### config.mk
export PLATFORM = sky130hd
export DESIGN_NAME = mem_access_unit32
export DESIGN_NICKNAME = d
export VERILOG_FILES = /design/src/rtl/mem_access_unit32.sv
export SDC_FILE = /design/constraint.sdc
export NUM_CORES = 1
export LEC_CHECK = 0
export ABC_CLOCK_PERIOD_IN_PS = 3750
export CAP_MARGIN = 5
export CORE_ASPECT_RATIO = 1.25
export CORE_UTILIZATION = 42
export CTS_CLUSTER_DIAMETER = 100
export DETAILED_ROUTE_END_ITERATION = 10
export PLACE_DENSITY_LB_ADDON = 0.08
export SLEW_MARGIN = 20
export SYNTH_ARGS = -nofsm -noshare
export SYNTH_HDL_FRONTEND = slang
export SYNTH_SLANG_ARGS = --single-unit
### constraint.sdc
create_clock -name CLK -period 3.75 [get_ports CLK]
set_input_delay 0.75 -clock CLK [delete_from_list [all_inputs] [get_ports CLK]]
set_output_delay 0.75 -clock CLK [all_outputs]
set_load 0.005 [all_outputs]
### src/rtl/mem_access_unit32.sv
// Load/store initiator for a 32-bit word memory; sub-word stores are read-modify-write.
// IDLE: accept request | READ: fetch word | WRITE: store merged word | RESP: hold response
module mem_access_unit32 (
    input  logic        CLK,
    input  logic        RESET,
    input  logic        in_req_valid,
    output logic        out_req_ready,
    input  logic        in_req_is_store,
    input  logic [1:0]  in_req_size,
    input  logic        in_req_unsigned,
    input  logic [31:0] in_req_address,
    input  logic [31:0] in_req_data,
    output logic        out_resp_valid,
    input  logic        in_resp_ready,
    output logic [31:0] out_resp_data,
    output logic        out_resp_exception,
    output logic [3:0]  out_resp_cause,
    output logic [31:0] out_mem_read_address,
    input  logic [31:0] in_mem_read_data,
    input  logic        in_mem_read_exception,
    output logic        out_mem_write_enable,
    output logic [31:0] out_mem_write_address,
    output logic [31:0] out_mem_write_data,
    input  logic        in_mem_write_exception
);

    typedef enum logic [1:0] {IDLE, READ, WRITE, RESP} state_t;

    state_t      state_q;
    logic [1:0]  lane_q;
    logic [1:0]  size_q;
    logic        uns_q;
    logic        store_q;
    logic [31:0] data_q;
    logic [31:0] rd_addr_q;
    logic [31:0] wr_addr_q;
    logic [31:0] wr_data_q;
    logic        we_q;
    logic [31:0] resp_data_q;
    logic        resp_exc_q;
    logic [3:0]  resp_cause_q;

    logic        misaligned;
    logic [7:0]  ld_byte;
    logic [15:0] ld_half;
    logic [31:0] load_d;
    logic [31:0] merge_d;

    assign misaligned = ((in_req_size == 2'd1) && in_req_address[0])
                     || ((in_req_size == 2'd2) && (in_req_address[1:0] != 2'b00))
                     || (in_req_size == 2'd3);

    always_comb begin
        ld_byte = in_mem_read_data[{lane_q, 3'b000} +: 8];
        ld_half = in_mem_read_data[{lane_q[1], 4'b0000} +: 16];
        case (size_q)
            2'd0:    load_d = uns_q ? {24'b0, ld_byte} : {{24{ld_byte[7]}}, ld_byte};
            2'd1:    load_d = uns_q ? {16'b0, ld_half} : {{16{ld_half[15]}}, ld_half};
            default: load_d = in_mem_read_data;
        endcase
        merge_d = in_mem_read_data;
        case (size_q)
            2'd0:    merge_d[{lane_q, 3'b000} +: 8] = data_q[7:0];
            2'd1:    merge_d[{lane_q[1], 4'b0000} +: 16] = data_q[15:0];
            default: merge_d = data_q;
        endcase
    end

    always_ff @(posedge CLK or negedge RESET) begin
        if (!RESET) begin
            state_q      <= IDLE;
            lane_q       <= 2'b00;
            size_q       <= 2'b00;
            uns_q        <= 1'b0;
            store_q      <= 1'b0;
            data_q       <= 32'b0;
            rd_addr_q    <= 32'b0;
            wr_addr_q    <= 32'b0;
            wr_data_q    <= 32'b0;
            we_q         <= 1'b0;
            resp_data_q  <= 32'b0;
            resp_exc_q   <= 1'b0;
            resp_cause_q <= 4'd0;
        end else begin
            we_q <= 1'b0;
            case (state_q)
                IDLE: begin
                    if (in_req_valid) begin
                        lane_q  <= in_req_address[1:0];
                        size_q  <= in_req_size;
                        uns_q   <= in_req_unsigned;
                        store_q <= in_req_is_store;
                        data_q  <= in_req_data;
                        if (misaligned) begin
                            resp_data_q  <= 32'b0;
                            resp_exc_q   <= 1'b1;
                            resp_cause_q <= in_req_is_store ? 4'd6 : 4'd4;
                            state_q      <= RESP;
                        end else begin
                            // Read address is set here so memory data is valid throughout READ.
                            rd_addr_q <= {in_req_address[31:2], 2'b00};
                            state_q   <= READ;
                        end
                    end
                end
                READ: begin
                    if (in_mem_read_exception) begin
                        resp_data_q  <= 32'b0;
                        resp_exc_q   <= 1'b1;
                        resp_cause_q <= store_q ? 4'd7 : 4'd5;
                        state_q      <= RESP;
                    end else if (store_q) begin
                        we_q      <= 1'b1;
                        wr_addr_q <= rd_addr_q;
                        wr_data_q <= merge_d;
                        state_q   <= WRITE;
                    end else begin
                        resp_data_q  <= load_d;
                        resp_exc_q   <= 1'b0;
                        resp_cause_q <= 4'd0;
                        state_q      <= RESP;
                    end
                end
                WRITE: begin
                    resp_data_q  <= 32'b0;
                    resp_exc_q   <= in_mem_write_exception;
                    resp_cause_q <= in_mem_write_exception ? 4'd7 : 4'd0;
                    state_q      <= RESP;
                end
                RESP: begin
                    if (in_resp_ready) state_q <= IDLE;
                end
                default: state_q <= IDLE;
            endcase
        end
    end

    assign out_req_ready         = (state_q == IDLE);
    assign out_resp_valid        = (state_q == RESP);
    assign out_resp_data         = resp_data_q;
    assign out_resp_exception    = resp_exc_q;
    assign out_resp_cause        = resp_cause_q;
    assign out_mem_read_address  = rd_addr_q;
    assign out_mem_write_enable  = we_q;
    assign out_mem_write_address = wr_addr_q;
    assign out_mem_write_data    = wr_data_q;

endmodule

==> reports/metrics.cfg <==
[synthesis]
dominantRegCellSynth=dfrtp_1
synthesis.area_sq_um=7940
ys_seq_elements=168
syn-instance-count=718
yosys_warnings=0
synth.avg_cell_area_sq_um=11.1
synth-edff-count=0
ys_seq_area_frac=0.530
async_reset_ff_frac=1.00
synth_cell_types=54

[sta]
rsz0062_at_grt=no
hold_ws_ns=0.415
period_minus_slack_ns=2.59
maxSlewHeadroom=0.348
timing.fmax_mhz=386
fin_crit_sh=0.690
maxSlewViolCount=0
worst_pin_slew_ns=0.978
skew_ns=0.00979
finalHoldViolations=0
setup_violations=0
finalSetupTns_ns=0

[cts]
htreeDepth=4
cts_hold_repair.buffers=0
cts_buffers=17
cts_setup_buffers=0
cts_root_buf=clkbuf_16
cts_resized=0
cts_max_path_buffers=2
clock_latency_ns=0.43
cts_num_sinks=168
path_clk_slew_ns=0.07
cts_tree=yes

[run]
maxCapViolCount=0

[drt]
via_per_inst=5.63
num_vias=6618
routed_wl_um=24200
first_pass_iters=9
drt-wirelength-per-cell_um=20.6
drtAntennaViolNets=0
drc_errors=22
initialDrtViolationCount=422

[final_layout]
instances_no_fill=1175
layout_common_cells=235 x clkdlybuf4s50_1, 168 x dfrtp_1, 130 x nand2_1
fin_nets=1049
layout_commonest_cell=clkdlybuf4s50_1
diodes=0
ff_latch_area_sq_um=4200
drive_gt1_frac=0.140
multi_input_area_sq_um=3450
area_growth_pct=39.0
fill_cells=1528
final_core_util=0.603

[global_route]
grt_start_max_net_pins=104
grt.total_usage=0.253
grt_first_pass_wirelength_um=37400
grt_pass1_vias=6807
grt_antenna_before_repair=0
grt_overflow=0

[critical_path]
critPathKind=register to output port
cp.required_ns=3.00
cp.arrival_ns=1.84
cp-start-kind=register
crit_fanout=8
end_kind=output port

[placement]
hpwl_um=17800
gp_congestion=0.855
port_buffers=236
placed_cells=1143

[pwr]
p_leak_uw=0.00480
peakVddDrop_uv=379
cellPowerDensity_nw_per_um2=818

[outcome]
run_status=finished with violations
violations=design-rule violations

[die]
die_h_um=156
start_util=0.433
die-area_sq_um=19500
core_sq_um=18300
ios=242
die_x_um=125
num_rows=55

[worst_hold_path]
hold_class=input pin to asynchronous set/reset pin

[layout make-up]
type / instances / share of cell area
well taps: 228 / 0.0259
repair buffers: 251 / 0.226
inverters: 11 / 0.00374
clock buffers: 19 / 0.0402
flip-flops and latches: 168 / 0.381
multi-input cells: 485 / 0.313
clock inverters: 13 / 0.0103
[through the flow]
step | worst slack, ns | total power [uW] | cell area, sq um
after floorplan | 0.997 | 5330 | 7950
after global placement | 0.860 | 7240 | 10500
after detailed placement | 0.801 | 7370 | 10500
after CTS | 1.13 | 9070 | 11000
after global routing | 1.05 | 9600 | 11000
final | 1.16 | 9020 | 11000
[where the power goes]
part	switching (uW)	leakage, uW	internal (uW)
Combinational	1860	0.00243	2230
Sequential	686	0.00210	2590
Clock	770	0.000271	885
Total	3310	0.00480	5710
[cell usage after synthesis (all sizes together) (3+ instances only)]
master	n	area [sq um]
a21boi	7	52.6
a21oi	13	65.1
a221o	7	70.1
a221oi	24	210
a222oi	8	80.1
a22o	16	140
a22oi	16	120
a32o	14	140
buf	24	138
clkbuf	34	128
dfrtp	168	4200
ha	9	113
inv	11	41.3
mux2	76	856
mux2i	28	280
nand2	131	492
nand2b	9	56.3
nor2	39	146
nor2b	4	25.0
nor3	3	15.0
o21ai	27	135
o2bb2ai	18	158
[worst max-delay path, stage by stage (launching register included)]
cell and delay, ns:
dfrtp_1 0.44, inv_1 0.10, ha_1 0.30, clkdlybuf4s50_1 0.57
[cell families after synthesis]
family	count (synthesis)	synth area share
other cells	1	0.000473
simple gates	202	0.109
compound gates	164	0.161
mux	105	0.146
fa+ha+maj	9	0.0142
flops	168	0.530
buf+inv	69	0.0386
[routing by layer]
metal	wire length [um]	global-route usage
met5	0	0
met3	1740	0.0682
met4	841	0.123
met1	9330	0.293
met2	12300	0.438
[registers in the layout, summed over array words and instances (netlist names)]
register,flops
uns_q,1
size_q,2
store_q,1
state_q,2
out_resp_cause,3
out_mem_write_data,32
out_resp_data,32
out_mem_write_address,30
lane_q,2
data_q,32
out_mem_write_enable,1
out_mem_read_address,30
[path summary, 6_finish.rpt]
check                                                 startpoint                                    end  slack [ns]  cells after the start
max                                       state_q[0]$_DFFE_PN0P_                          out_req_ready        1.16                      3
min                                                        RESET          out_resp_data[22]$_DFFE_PN0P_        0.41                      1
max reg2reg                               state_q[0]$_DFFE_PN0P_          out_resp_cause[0]$_DFFE_PN0P_        1.26                      7
min reg2reg                out_mem_write_address[28]$_DFFE_PN0P_  out_mem_write_address[28]$_DFFE_PN0P_        0.47                      2
max in group asynchronous                                  RESET  out_mem_write_address[28]$_DFFE_PN0P_        2.42                      2
min in group CLK           out_mem_write_address[28]$_DFFE_PN0P_  out_mem_write_address[28]$_DFFE_PN0P_        0.47                      2
Power figures use the tool's default switching activity.
